--- src/rtl/if_fetch_ctrl.sv ---
// Instruction-fetch controller: sequential PC generation, single-entry instruction buffer
// toward ID, and jump/branch redirect with drain of an in-flight memory request.
module if_fetch_ctrl #(
    parameter logic [31:0] RESET_PC = 32'h0000_0000
) (
    input  logic        clk,
    input  logic        reset,
    output logic [31:0] PC_IF,
    output logic [31:0] PC_Plus_4_IF,
    output logic        Imem_Req_IF,
    output logic [31:0] Imem_Addr_IF,
    input  logic        Imem_Ack_IF,
    input  logic [31:0] Imem_Data_IF,
    output logic [31:0] Instr_IF,
    output logic [31:0] Instr_PC_IF,
    output logic        Instr_Valid_IF,
    input  logic        Instr_Ready_ID,
    input  logic        Jump_control_ID,
    input  logic [31:0] Jump_dst_ID,
    input  logic        PCSrc_ID,
    input  logic [31:0] Branch_Dest_ID,
    output logic        Flush_IF_ID,
    output logic [31:0] Fetch_Count_IF
);

    localparam logic [1:0] IDLE  = 2'd0;
    localparam logic [1:0] FETCH = 2'd1;
    localparam logic [1:0] DRAIN = 2'd2;

    logic [1:0]  state_q, state_d;
    logic [31:0] pc_q, pc_d;
    logic [31:0] instr_q, instr_d;
    logic [31:0] instr_pc_q, instr_pc_d;
    logic        valid_q, valid_d;
    logic [31:0] count_q, count_d;
    logic [31:0] pending_q, pending_d;

    logic        req;
    logic        ack;
    logic        accept;
    logic        redirect;
    logic [31:0] target_raw;
    logic [31:0] target;

    // Request stays high until acked: PC only moves on ack, and a consumed buffer
    // leaves it empty, so the condition cannot drop while a request is in flight.
    assign req        = ((state_q == FETCH) && (!valid_q || Instr_Ready_ID)) ||
                        (state_q == DRAIN);
    assign ack        = Imem_Ack_IF && req;
    assign accept     = valid_q && Instr_Ready_ID;
    assign redirect   = (Jump_control_ID || PCSrc_ID) && (state_q != IDLE);
    assign target_raw = Jump_control_ID ? Jump_dst_ID : Branch_Dest_ID;
    assign target     = {target_raw[31:2], 2'b00};

    always_comb begin
        state_d    = state_q;
        pc_d       = pc_q;
        instr_d    = instr_q;
        instr_pc_d = instr_pc_q;
        valid_d    = valid_q;
        pending_d  = pending_q;
        count_d    = (accept && !redirect) ? count_q + 32'd1 : count_q;

        case (state_q)
            IDLE: begin
                state_d = FETCH;
            end
            FETCH: begin
                if (redirect) begin
                    valid_d = 1'b0;
                    if (req && !ack) begin
                        pending_d = target;
                        state_d   = DRAIN;
                    end else begin
                        pc_d = target;
                    end
                end else if (ack) begin
                    instr_d    = Imem_Data_IF;
                    instr_pc_d = pc_q;
                    valid_d    = 1'b1;
                    pc_d       = pc_q + 32'd4;
                end else if (accept) begin
                    valid_d = 1'b0;
                end
            end
            DRAIN: begin
                valid_d = 1'b0;
                if (redirect) begin
                    pending_d = target;
                end
                // Data returned for the abandoned address is dropped.
                if (ack) begin
                    pc_d    = redirect ? target : pending_q;
                    state_d = FETCH;
                end
            end
            default: begin
                state_d = IDLE;
            end
        endcase
    end

    always_ff @(posedge clk) begin
        if (!reset) begin
            state_q    <= IDLE;
            pc_q       <= RESET_PC;
            instr_q    <= 32'h0;
            instr_pc_q <= 32'h0;
            valid_q    <= 1'b0;
            count_q    <= 32'h0;
            pending_q  <= 32'h0;
        end else begin
            state_q    <= state_d;
            pc_q       <= pc_d;
            instr_q    <= instr_d;
            instr_pc_q <= instr_pc_d;
            valid_q    <= valid_d;
            count_q    <= count_d;
            pending_q  <= pending_d;
        end
    end

    assign PC_IF          = pc_q;
    assign PC_Plus_4_IF   = pc_q + 32'd4;
    assign Imem_Req_IF    = req;
    assign Imem_Addr_IF   = pc_q;
    assign Instr_IF       = instr_q;
    assign Instr_PC_IF    = instr_pc_q;
    assign Instr_Valid_IF = valid_q;
    assign Flush_IF_ID    = redirect;
    assign Fetch_Count_IF = count_q;

endmodule

--- config.mk ---
export PLATFORM = sky130hd
export DESIGN_NAME = if_fetch_ctrl
export DESIGN_NICKNAME = d
export VERILOG_FILES = /design/src/rtl/if_fetch_ctrl.sv
export SDC_FILE = /design/constraint.sdc
export NUM_CORES = 1
export LEC_CHECK = 0
export BUFFER_PORTS_ARGS = -buffer_cell sky130_fd_sc_hd__buf_4
export CELL_PAD_IN_SITES_DETAIL_PLACEMENT = 0
export CELL_PAD_IN_SITES_GLOBAL_PLACEMENT = 1
export CORE_MARGIN = 8
export CORE_UTILIZATION = 35
export DETAILED_ROUTE_END_ITERATION = 8
export PLACE_DENSITY = 0.91
export RECOVER_POWER = 50
export REMOVE_ABC_BUFFERS = 1
export SKIP_CTS_REPAIR_TIMING = 1
export SLEW_MARGIN = 20
export SYNTH_ARGS = -nofsm -noshare
export SYNTH_HDL_FRONTEND = slang
export SYNTH_SLANG_ARGS = --single-unit
export TNS_END_PERCENT = 50
--- constraint.sdc ---
create_clock -name clk -period 2.3 [get_ports clk]
set_input_delay 0.115 -clock clk [delete_from_list [all_inputs] [get_ports clk]]
set_output_delay 0.115 -clock clk [all_outputs]
set_load 0.01 [all_outputs]
-- After elaboration in Yosys (flattened, before gate mapping)
Index checks and enable logic that the tools add are counted.
- add/sub/neg operators: 2
- equality and inequality tests: 8
- mux-type cells: 18
- bitwise logic cells: 1
- reduce and logical (&&, ||, !) cells: 20
- operators by type and width (cell ; count):
    32-bit two-way mux ; 8
    32-bit case mux with 2 select lines ; 2
    32-bit by 1-bit adder with 32-bit output (second input constant) ; 1
    32-bit by 3-bit adder with 32-bit output (second input constant) ; 1
    3-bit AND reduction ; 3
    1-bit logical AND ; 6
    2-bit two-way mux ; 3
    3-bit != test (second input constant) ; 2
    2-bit case mux with 3 select lines ; 1
    2-bit != test (second input constant) ; 2
    4-bit != test (second input constant) ; 1
    4-bit AND reduction ; 1
    2-bit nonzero test ; 2
    1-bit zero test ; 3
    1-bit logical OR ; 3
    1-bit two-way mux ; 3
    2-bit by 1-bit == test with 1-bit output (second input constant) ; 1
    2-bit == test (second input constant) ; 1
    2-bit zero test ; 1
    2-bit by 1-bit != test with 1-bit output (second input constant) ; 1
    1-bit case mux with 2 select lines ; 1
    2-bit AND reduction ; 1
    1-bit NOT ; 1
- register bits after elaboration: 163
- bits of input ports: 102
- output and inout bits: 195
- logic and storage cells: 56

-- Logic depth before layout (Yosys ltp)
Gate-level depths: netlist of the first run.
- depth in word-level cells: 10
- depth in mapped cells: 9
- depth with buffers taken out: 8

-- Least setup slack after synthesis of the first run
No wires, ideal clock.
- kind: flip-flop to output port
- start point: register pc_q[14] (netlist: Imem_Addr_IF[14])
- end point: output PC_Plus_4_IF[22]
- data arrival time: 1.855 ns
- data required time: 2.185 ns
- setup slack: 0.330 ns
- stages on the path, launching flop included: 9
- buffers on the path: 3
- path through: dfxtp_1 -> buf_2 -> and4_1 -> and2_1 -> clkbuf_1 -> buf_2 -> nand2_1 -> nor2_1 -> xor2_1
- longest elaborated chain between the ends: 1
- RTL lines (element ; line ; RTL):
    from (decl) ; 31 ; logic [31:0] pc_q, pc_d;
    from (signal assigned) ; 114 ; pc_q <= pc_d;
    32-bit by 3-bit adder with 32-bit output ; 124 ; assign PC_Plus_4_IF = pc_q + 32'd4;
    to (decl) ; 9 ; output logic [31:0] PC_Plus_4_IF,
Every way passes these cells.

-- Worst setup path after layout of the first run
- start point: register pc_q[2] (netlist: Imem_Addr_IF[2])
- end point: output PC_Plus_4_IF[31]
The elaborated chain is that of the path after synthesis.

==> results by group, run 1 <==
Outcome
  – Status: finished, final reports clean

Timing
  – Final hold violations: 0
  – Max Slew Vio Count: 0
  – Final setup viols: 0
  – RSZ-0062 raised after global routing: yes
  – Hold slack: 40.0 ps
  – Final period utilization: 98.0%
  – Worst slew pin tran: 550 ps
  – Rel. slew slack: roughly 63%
  – Fin worst setup slack: approximately 46 ps
  – Maximum operating frequency: approximately 440 MHz
  – Fin Clk Skew: ~13 ps
  – Crit path time final: approximately 2300 ps
  – Setup TNS: 0 ps

Min path
  – Worst Hold End: Instr_Valid_IF
  – Hold wc startpoint: Imem_Ack_IF
  – Hold Path Cell Cnt: 3
  – HP Class: input port to flip-flop

Detailed routing
  – Drt pass-1 iters: 7
  – Wirelength, routed: between 20000 and 30000 um
  – Via density: 5.19
  – Vias: between 8000 and 9000
  – ANT nets after route: 0
  – Avg WL per Cell: about 18 um
  – # DRC: 0
  – 1st-iter DRT viols: around 630

Floorplan
  – Die H: between 150 and 200 um
  – Die width: 168 um
  – IO Pins: 297
  – Die area: 28400 sq um
  – Starting Density: roughly 36%
  – Core Footprint: about 23000 sq um
  – Row count: between 50 and 60

CTS
  – Clock buffers created by TritonCTS: 17
  – CTS sink count: roughly 160
  – H-tree depth: 4
  – CTS root buffer: clkbuf_16
  – CTS max path bufs: 2
  – CTS clk-pin slew, worst paths: 80 ps
  – Skew-Pair Late Insertion Delay: between 400 and 500 ps
  – CTS tree: yes

Worst setup path
  – RR Startpoint: state_q[0]
  – FF-to-FF setup slack: around 130 ps
  – Reg2reg path depth: 8
  – Crit path cell chain: buf_6 -> nand3_4 -> nor4_4 -> buf_6 -> and4b_2 -> xor2_1 -> buf_4
  – CP dominant cell by count: buf_6
  – Crit path max fanout: 8
  – CP max stage cell: dfxtp_2
  – Crit path kind: flip-flop to output port
  – Crit path largest cell delay: between 300 and 400 ps
  – Crit path DAT: about 2100 ps
  – Reg2reg end: Imem_Addr_IF[26]
  – CP required: roughly 2200 ps
  – CP startpoint kind: flip-flop
  – Worst Setup End Kind: output port

Global route
  – Gr ovfl total: 0
  – Total GRT Usage: between 10% and 20%
  – Largest net degree at the start of global routing: 69
  – First-pass GRT wire length: around 44000 um
  – Vias in the first global route: roughly 8000
  – Initial antenna violation count: 0

Finish
  – Final instance area: 11400 sq um
  – Area occupied by multi-input gates: approximately 4400 sq um
  – Reg area: 3280 sq um
  – Synth-to-Final Area Change: 40.8%
  – Number of nets in the layout: roughly 1400
  – Share of cells above drive strength 1: a little over a quarter
  – Antenna diodes: 0
  – Fillcell total: around 2200

Synth
  – Synth cell types: 54
  – Sequential fraction of the synthesis area: between 40 and 50%
  – Post-Syn Instances: 1037
  – Asr flop ratio synth: 0%
  – Mean post-synth cell area: around 7.8 sq um
  – Mapped Area: roughly 8100 sq um
  – YS warnings: 0
  – EDFF count, synth: 0
  – Synth Flop Type: dfxtp_1
  – Synth Register Bits: about 160

Place
  – Area after DPL: between 10000 and 15000 sq um
  – Pre-CTS WS: 62.6 ps
  – I/O Buffers: 292
  – Final HPWL DP: slightly above 20000 um
  – GP Congestion: between 0.8 and 0.9

Pwr
  – Seq pwr share: approximately two fifths
  – Lkg Pwr: approximately 4.6 nW
  – Switching pwr: ~2.5 mW
  – Switching Share: a little under a third
  – Power Density: 678 nW/um^2
  – Max VDD drop: between 0.0004 and 0.0005 V
  – Total power: 7.76 mW
  – Logic pwr share: 22.6%
  – Clock power frac: between 30% and 40%
  – Total internal power: about 5.3 mW

Run
  – Total of max-cap violations: 0
[power groups by stage]
| stage | Combinational [mW] | Clock (mW) | Sequential, mW |
|---|---|---|---|
| after global routing | 1.91 | 3.06 | 3.15 |
| after floorplan | 0.671 | 0 | 3.25 |
| final | 1.75 | 2.88 | 3.13 |
| after global placement | 1.68 | 0 | 3.17 |
| after detailed placement | 1.70 | 0 | 3.18 |
| after CTS | 1.71 | 2.94 | 3.11 |
[cells by family (layout without fill, tap and decap cells)]
family	count (synthesis)	after routing	synth area share [%]
AND/OR/NAND/NOR	432	432	25.1
AO/OA/AOI/OAI	225	225	16.8
flip-flops	163	163	40.1
buffers and inverters	131	431	7.88
XOR/XNOR	44	44	4.74
multiplexers	37	37	4.59
adder cells (fa/ha/maj)	5	5	0.770
[sequential cells by signal, summed over array words and instances (netlist names)]
register        count
pending_q          32
state_q             2
Fetch_Count_IF     32
Instr_IF           32
Instr_Valid_IF      1
Instr_PC_IF        32
Imem_Addr_IF       32
[placed cells by master, fill, tap and decap left out, drive strengths merged, types with 4 or more instances in the layout]
master,count
a31oi,13
dlygate4sd3,32
a21o,4
a211oi,33
nand2,174
clkinv,5
and3,9
xor2,18
dfxtp,163
nor3,22
buf,283
a21oi,97
clkbuf,85
nor3b,6
o211ai,13
mux2i,35
nand3,59
and2,5
nand4,39
nor2,82
or4,9
or3,13
o21ai,38
inv,23
xnor2,26
nand2b,8
ha,5
o22ai,4
[Yosys cell counts, drive strengths merged (15+ instances only)]
| master | number | area, sq um |
|---|---|---|
| clkbuf | 55 | 206 |
| inv | 15 | 56.3 |
| mux2i | 35 | 350 |
| nand4 | 39 | 265 |
| dfxtp | 163 | 3260 |
| o21ai | 38 | 190 |
| xnor2 | 26 | 228 |
| a21oi | 97 | 485 |
| xor2 | 18 | 158 |
| buf | 60 | 374 |
| nor2 | 82 | 308 |
| a211oi | 33 | 248 |
| nor3 | 22 | 125 |
| nand2 | 174 | 653 |
| nand3 | 59 | 295 |
[final cells by class]
type | count | share of cell area, %
Multi-Input combinational cell | 743 | 38.1
Clock buffer | 17 | 3.72
Tap cell | 285 | 3.11
Sequential cell | 163 | 28.7
Inverter | 16 | 0.546
Timing Repair Buffer | 383 | 24.4
Clock inverter | 15 | 1.43
[through the flow]
step | cells | utilization (%)
floorplan | 922 | -
global placement | 1550 | 46.7
detailed placement | 1550 | 46.7
CTS | 1582 | 49.3
global route | 1622 | 50.4
finish | 1622 | 50.4
[worst max-delay path by stage]
stage / start / endpoint / cells after the start
2_1_floorplan: state_q[0] / pending_q[10] / 5
3_3_place_gp: state_q[0] / Imem_Addr_IF[22] / 7
3_5_place_dp: state_q[0] / Imem_Addr_IF[22] / 7
4_1_cts: Imem_Addr_IF[7] / PC_Plus_4_IF[31] / 6
5_1_grt: Imem_Addr_IF[2] / PC_Plus_4_IF[31] / 7
6_report: Imem_Addr_IF[2] / PC_Plus_4_IF[31] / 7
[worst max-delay path, delay by kind of cell (launching register included)]
family	cells	cell delay (ps)
xor+xnor	1	150
simple gates	3	690
flops	1	360
buf+inv	3	490
[metal layers]
layer	track usage (%)	wire, um
met5	0	0
met4	6.41	553
met3	4.42	1730
met2	32.7	14200
met1	23.3	12500
Note: power is estimated with default switching activity, not from simulation.
==> run 2: changes to the inputs <==
--- a/config.mk
+++ b/config.mk
@@ -7,5 +7,5 @@
 export LEC_CHECK = 0
 export BUFFER_PORTS_ARGS = -buffer_cell sky130_fd_sc_hd__buf_4
-export CELL_PAD_IN_SITES_DETAIL_PLACEMENT = 0
+export CELL_PAD_IN_SITES_DETAIL_PLACEMENT = 1
 export CELL_PAD_IN_SITES_GLOBAL_PLACEMENT = 1
 export CORE_MARGIN = 8
==> constraint.sdc (replaced) <==
create_clock -name clk -period 2.3 [get_ports clk]
set_input_delay 0.46 -clock clk [delete_from_list [all_inputs] [get_ports clk]]
set_output_delay 0.46 -clock clk [all_outputs]
set_load 0.01 [all_outputs]
==> run 2 against run 1 <==
Net effect: the run now ends with negative setup slack left; die area did not move; combinational power rose by 9%; flip-flop and latch count unchanged; clock skew up 10 ps; clock-buffer cell count rose by 1; via count is 5.0% higher; core utilization down 0.45 points; hold slack better by 220 ps; fmax shrank 15%; global-route usage grew 2.9 points; non-clock buffer count decreased by 6; total power increased by 2.2%; largest power group unchanged; highest routed layer unchanged.
==> results by group, run 2 (synthesized netlist as in run 1, its figures left out) <==
Timing
  – Final hold violations: 0 (unchanged)
  – Rel. slew slack: 67.8% (was 63.3%)
  – Final period utilization: 115% (was 98.0%)
  – Fin worst setup slack: -349 ps (was 46.4 ps)
  – Final setup viols: 24 (was 0)
  – Fin Clk Skew: 22.7 ps (was 12.6 ps)
  – Worst slew pin tran: 481 ps (was 550 ps)
  – Maximum operating frequency: 377 MHz (was 444 MHz)
  – Setup TNS: -5020 ps (was 0 ps)
  – RSZ-0062 raised after global routing: yes (unchanged)
  – Crit path time final: 2650 ps (was 2250 ps)
  – Max Slew Vio Count: 0 (unchanged)

Place
  – Area after DPL: 10800 sq um (was 10600 sq um)
  – GP Congestion: 0.817 (was 0.802)
  – Pre-CTS WS: 28.6 ps (was 62.6 ps)
  – I/O Buffers: 292 (unchanged)
  – Final HPWL DP: 23700 um (was 20500 um)

Worst setup path
  – Crit path largest cell delay: 430 ps (was 360 ps)
  – CP startpoint kind: flip-flop (unchanged)
  – CP required: 1840 ps (was 2180 ps)
  – Crit path cell chain: and3_2 -> and3_1 -> nor3b_4 -> nand2_1 -> xnor2_1 -> buf_4 (was buf_6 -> nand3_4 -> nor4_4 -> buf_6 -> and4b_2 -> xor2_1 -> buf_4)
  – Crit path DAT: 2190 ps (was 2140 ps)
  – CP bufs+invs: 1 (was 3)
  – Crit path kind: flip-flop to output port (unchanged)
  – CP max stage cell: dfxtp_1 (was dfxtp_2)
  – Crit path max fanout: 5 (was 8)
  – Delay-heaviest family, CP: simple AND/OR/NAND/NOR gates (unchanged)
  – Worst Setup End Kind: output port (unchanged)

Floorplan
  – Row count: 55 (unchanged)
  – IO Pins: 297 (unchanged)
  – Die H: 168 um (unchanged)
  – Die area: 28400 sq um (unchanged)
  – Starting Density: 35.8% (unchanged)
  – Core Footprint: 22700 sq um (unchanged)
  – Die width: 168 um (unchanged)

Detailed routing
  – ANT nets after route: 0 (unchanged)
  – Vias: 8842 (was 8423)
  – Drt pass-1 iters: 5 (was 7)
  – Via density: 5.47 (was 5.19)
  – Avg WL per Cell: 20.7 um (was 17.8 um)
  – Wirelength, routed: 33400 um (was 28900 um)
  – 1st-iter DRT viols: 541 (was 629)
  – # DRC: 0 (unchanged)

Pwr
  – Lkg Pwr: 4.54 nW (was 4.59 nW)
  – Switching pwr: 2.51 mW (was 2.45 mW)
  – Seq pwr share: 38.9% (was 40.3%)
  – Total internal power: 5.42 mW (was 5.30 mW)
  – Clock power frac: 37.2% (was 37.1%)
  – Logic pwr share: 23.9% (was 22.6%)
  – Switching Share: 31.6% (about the same)
  – Power Density: 699 nW/um^2 (was 678 nW/um^2)
  – Max VDD drop: 0.000406 V (was 0.000469 V)
  – Total power: 7.93 mW (was 7.76 mW)

Finish
  – Share of cells above drive strength 1: 27.3% (was 26.9%)
  – Reg area: 3270 sq um (was 3280 sq um)
  – Synth-to-Final Area Change: 39.6% (was 40.8%)
  – Fillcell total: 2805 (was 2227)
  – Leading cell types in the layout, fill and taps excluded: 266 x buf_4, 172 x nand2_1, 159 x dfxtp_1 (was 272 x buf_4, 172 x nand2_1, 152 x dfxtp_1)
  – Number of nets in the layout: 1425 (was 1431)
  – Antenna diodes: 0 (unchanged)
  – Utilization after layout: 50.0% (was 50.4%)
  – Final instance area: 11300 sq um (was 11400 sq um)
  – Most common cell after layout, fill and taps aside: buf_4 (unchanged)
  – Area occupied by multi-input gates: 4430 sq um (was 4360 sq um)

Global route
  – First-pass GRT wire length: 50300 um (was 44000 um)
  – Vias in the first global route: 9173 (was 8078)
  – Initial antenna violation count: 0 (unchanged)
  – Largest net degree at the start of global routing: 58 (was 69)
  – Total GRT Usage: 22.0% (was 19.1%)
  – Gr ovfl total: 0 (unchanged)

CTS
  – CTS sink count: 163 (unchanged)
  – H-tree depth: 4 (unchanged)
  – CTS max path bufs: 2 (unchanged)
  – CTS root buffer: clkbuf_16 (unchanged)
  – CTS tree: yes (unchanged)
  – CTS clk-pin slew, worst paths: 70 ps (was 80 ps)
  – Skew-Pair Late Insertion Delay: 440 ps (was 430 ps)
  – Clock buffers created by TritonCTS: 17 (unchanged)

Outcome
  – Status: complete, but fails checks (was finished, final reports clean)
  – Failing checks: negative setup slack

Min path
  – HP Class: input port to flip-flop (unchanged)

Run
  – Total of max-cap violations: 0 (unchanged)
==> run 2: worst paths after layout <==
path / from / end / slack [ps] / depth (start not counted)
setup / recovery: Imem_Addr_IF[18] / PC_Plus_4_IF[30] / -350 / 6
hold / removal: Imem_Data_IF[7] / Instr_IF[7] / 260 / 3
setup reg to reg: state_q[0] / Fetch_Count_IF[20] / 100 / 7
hold reg to reg: Instr_IF[22] / Instr_IF[22] / 450 / 2
==> run 2: worst min-delay path: stages <==
cell     delay, ps
buf_4          110
nand2_1         40
a21oi_1         50
==> run 2: layout make-up <==
cell class,count,area share [%]
multi-input combinational,743,39.1
sequential,163,28.8
timing repair buffer,377,23.2
clock buffer,18,3.78
tap,285,3.14
clock inverter,14,1.47
inverter,16,0.551
==> run 2: per-layer routing <==
layer	vias up	track usage (%)	wire [um]
li1	4167	-	-
met4	0	8.11	772
met5	-	0	0
met2	300	40.0	17100
met1	4318	24.7	13700
met3	57	4.96	1790
==> run 2: per-stage QoR <==
step	hold slack [ps]	instances
after floorplan	438	922
after global placement	442	1571
after detailed placement	449	1571
after CTS	254	1603
after global routing	258	1616
final	261	1616
==> run 2: power groups by stage <==
| stage | Clock, mW | Combinational, mW | Sequential (mW) |
|---|---|---|---|
| 2_1_floorplan | 0 | 0.671 | 3.25 |
| 3_3_place_gp | 0 | 1.80 | 3.12 |
| 3_5_place_dp | 0 | 1.87 | 3.13 |
| 4_1_cts | 2.99 | 1.88 | 3.07 |
| 5_1_grt | 3.09 | 2.05 | 3.10 |
| 6_report | 2.95 | 1.90 | 3.08 |
==> run 3: changes to the inputs <==
Settings changed: CORE_ASPECT_RATIO set to 2, SKIP_CTS_REPAIR_TIMING 1 to unset, SKIP_LAST_GASP set to 1.
==> run 3 against run 2 <==
Net effect: the run still ends with negative setup slack left; die area is 1.0% higher; setup slack better by 110 ps; critical path depth increased by 1; flip-flop and latch count unchanged; global-route usage up 2.1 points; final cell count up 1.4%; clock power decreased by 3%; non-clock buffer count rose by 24; cell area up 1.1%.
==> results by group, run 3 (synthesized netlist as in run 1, its figures left out) <==
Outcome
  – Status: complete, but fails checks (unchanged)
  – Failing checks: negative setup slack (unchanged)

Floorplan
  – Die width: 124 um (was 168 um)
  – IO Pins: 297 (unchanged)
  – Die area: 28700 sq um (was 28400 sq um)
  – Row count: 79 (was 55)
  – Starting Density: 35.3% (was 35.8%)
  – Core Footprint: 23000 sq um (was 22700 sq um)
  – Die H: 232 um (was 168 um)

Finish
  – Share of cells above drive strength 1: 29.1% (was 27.3%)
  – Synth-to-Final Area Change: 41.2% (was 39.6%)
  – Number of nets in the layout: 1449 (was 1425)
  – Antenna diodes: 0 (unchanged)
  – Most common cell after layout, fill and taps aside: buf_4 (unchanged)
  – Utilization after layout: 49.8% (was 50.0%)
  – Leading cell types in the layout, fill and taps excluded: 293 x buf_4, 169 x nand2_1, 149 x dfxtp_1 (was 266 x buf_4, 172 x nand2_1, 159 x dfxtp_1)
  – Final instance area: 11500 sq um (was 11300 sq um)
  – Final Non-Filler Cells: 1638 (was 1616)

Timing
  – Setup TNS: -2580 ps (was -5020 ps)
  – Worst slew pin tran: 449 ps (was 481 ps)
  – Rel. slew slack: 70.1% (was 67.8%)
  – RSZ-0062 raised after global routing: yes (unchanged)
  – Hold slack: 272 ps (was 261 ps)
  – Final setup viols: 20 (was 24)
  – Fin Clk Skew: 16.1 ps (was 22.7 ps)
  – Crit path time final: 2540 ps (was 2650 ps)
  – Final hold violations: 0 (unchanged)
  – Fin worst setup slack: -237 ps (was -349 ps)
  – Max Slew Vio Count: 0 (unchanged)
  – Final period utilization: 110% (was 115%)
  – Maximum operating frequency: 394 MHz (was 377 MHz)

CTS
  – CTS root buffer: clkbuf_16 (unchanged)
  – CTS clk-pin slew, worst paths: 70 ps (about the same)
  – H-tree depth: 4 (unchanged)
  – CTS tree: yes (unchanged)
  – Clock buffers created by TritonCTS: 17 (unchanged)
  – Hold Buf Count CTS: 0
  – Skew-Pair Late Insertion Delay: 440 ps (about the same)
  – CTS max path bufs: 2 (unchanged)
  – CTS sink count: 163 (unchanged)

Detailed routing
  – Drt pass-1 iters: 5 (unchanged)
  – Vias: 9274 (was 8842)
  – Via density: 5.66 (was 5.47)
  – 1st-iter DRT viols: 618 (was 541)
  – Avg WL per Cell: 21.9 um (was 20.7 um)
  – # DRC: 0 (unchanged)
  – Wirelength, routed: 35900 um (was 33400 um)
  – ANT nets after route: 0 (unchanged)

Place
  – I/O Buffers: 292 (unchanged)
  – Final HPWL DP: 24500 um (was 23700 um)
  – Dpl cells: 1578 (was 1571)
  – Area after DPL: 10800 sq um (about the same)
  – Pre-CTS WS: 37.4 ps (was 28.6 ps)
  – GP Congestion: 0.824 (was 0.817)

Worst setup path
  – CP startpoint kind: flip-flop (unchanged)
  – Delay-heaviest family, CP: simple AND/OR/NAND/NOR gates (unchanged)
  – CP dominant cell by count: buf_6
  – Worst Setup End Kind: output port (unchanged)
  – Crit path DAT: 2080 ps (was 2190 ps)
  – CP required: 1840 ps (about the same)
  – Crit path cell chain: nand4_4 -> buf_6 -> nor3_2 -> buf_6 -> nand4_1 -> xnor2_2 -> buf_4 (was and3_2 -> and3_1 -> nor3b_4 -> nand2_1 -> xnor2_1 -> buf_4)
  – Crit path max fanout: 7 (was 5)
  – Crit path largest cell delay: 370 ps (was 430 ps)
  – CP max stage cell: dfxtp_2 (was dfxtp_1)
  – CP bufs+invs: 3 (was 1)
  – Crit path kind: flip-flop to output port (unchanged)

Global route
  – Largest net degree at the start of global routing: 51 (was 58)
  – Total GRT Usage: 24.2% (was 22.0%)
  – Vias in the first global route: 10100 (was 9173)
  – First-pass GRT wire length: 54800 um (was 50300 um)
  – Initial antenna violation count: 0 (unchanged)
  – Gr ovfl total: 0 (unchanged)

Pwr
  – Power Density: 687 nW/um^2 (was 699 nW/um^2)
  – Lkg Pwr: 4.66 nW (was 4.54 nW)
  – Max VDD drop: 0.000466 V (was 0.000406 V)
  – Total power: 7.89 mW (was 7.93 mW)

Run
  – Total of max-cap violations: 0 (unchanged)

Min path
  – HP Class: input port to flip-flop (unchanged)
## run 3: repair_timing
action / in CTS / in global routing
endpoints found under the hold margin: 0 / 0
setup buffers: 19 / 8
cloned: 2 / 0
resized for setup: 46 / 12
endpoints found under the setup margin: 27 / 35
pin swaps: 14 / 10
## run 3: cell type report
class / count / area, sq um
inverters: 16 / 66.3
well taps: 283 / 354
fillers: 2852 / 11600
clock buffers: 19 / 433
flip-flops and latches: 163 / 3290
clock inverters: 13 / 136
multi-input cells: 743 / 4410
repair buffers: 401 / 2790
## run 3: report_power, final
group	internal [mW]	total [mW]	switching [mW]
clock	1.60	2.85	1.25
combinational	0.831	1.95	1.12
sequential	2.97	3.09	0.117
total	5.40	7.89	2.48
## run 3: path summary, 6_finish.rpt
kind	from	end	slack (ps)	cells past startpoint
setup / recovery	Imem_Addr_IF[8]	PC_Plus_4_IF[24]	-240	7
hold / removal	Imem_Data_IF[20]	Instr_IF[20]	270	3
setup reg to reg	state_q[0]	Imem_Addr_IF[1]	50	9
hold reg to reg	Instr_IF[13]	Instr_IF[13]	460	2
## run 3: per-layer routing
layer	up-vias	global-route usage, %	wire, um
met5	-	0	0
met4	0	9.62	1040
met3	71	6.24	3390
met2	439	43.3	18500
met1	4558	25.9	12900
li1	4206	-	-
## run 3: worst min-delay path: stages
cell	delay (ps)
buf_4	110
nand2_1	50
a21oi_1	50
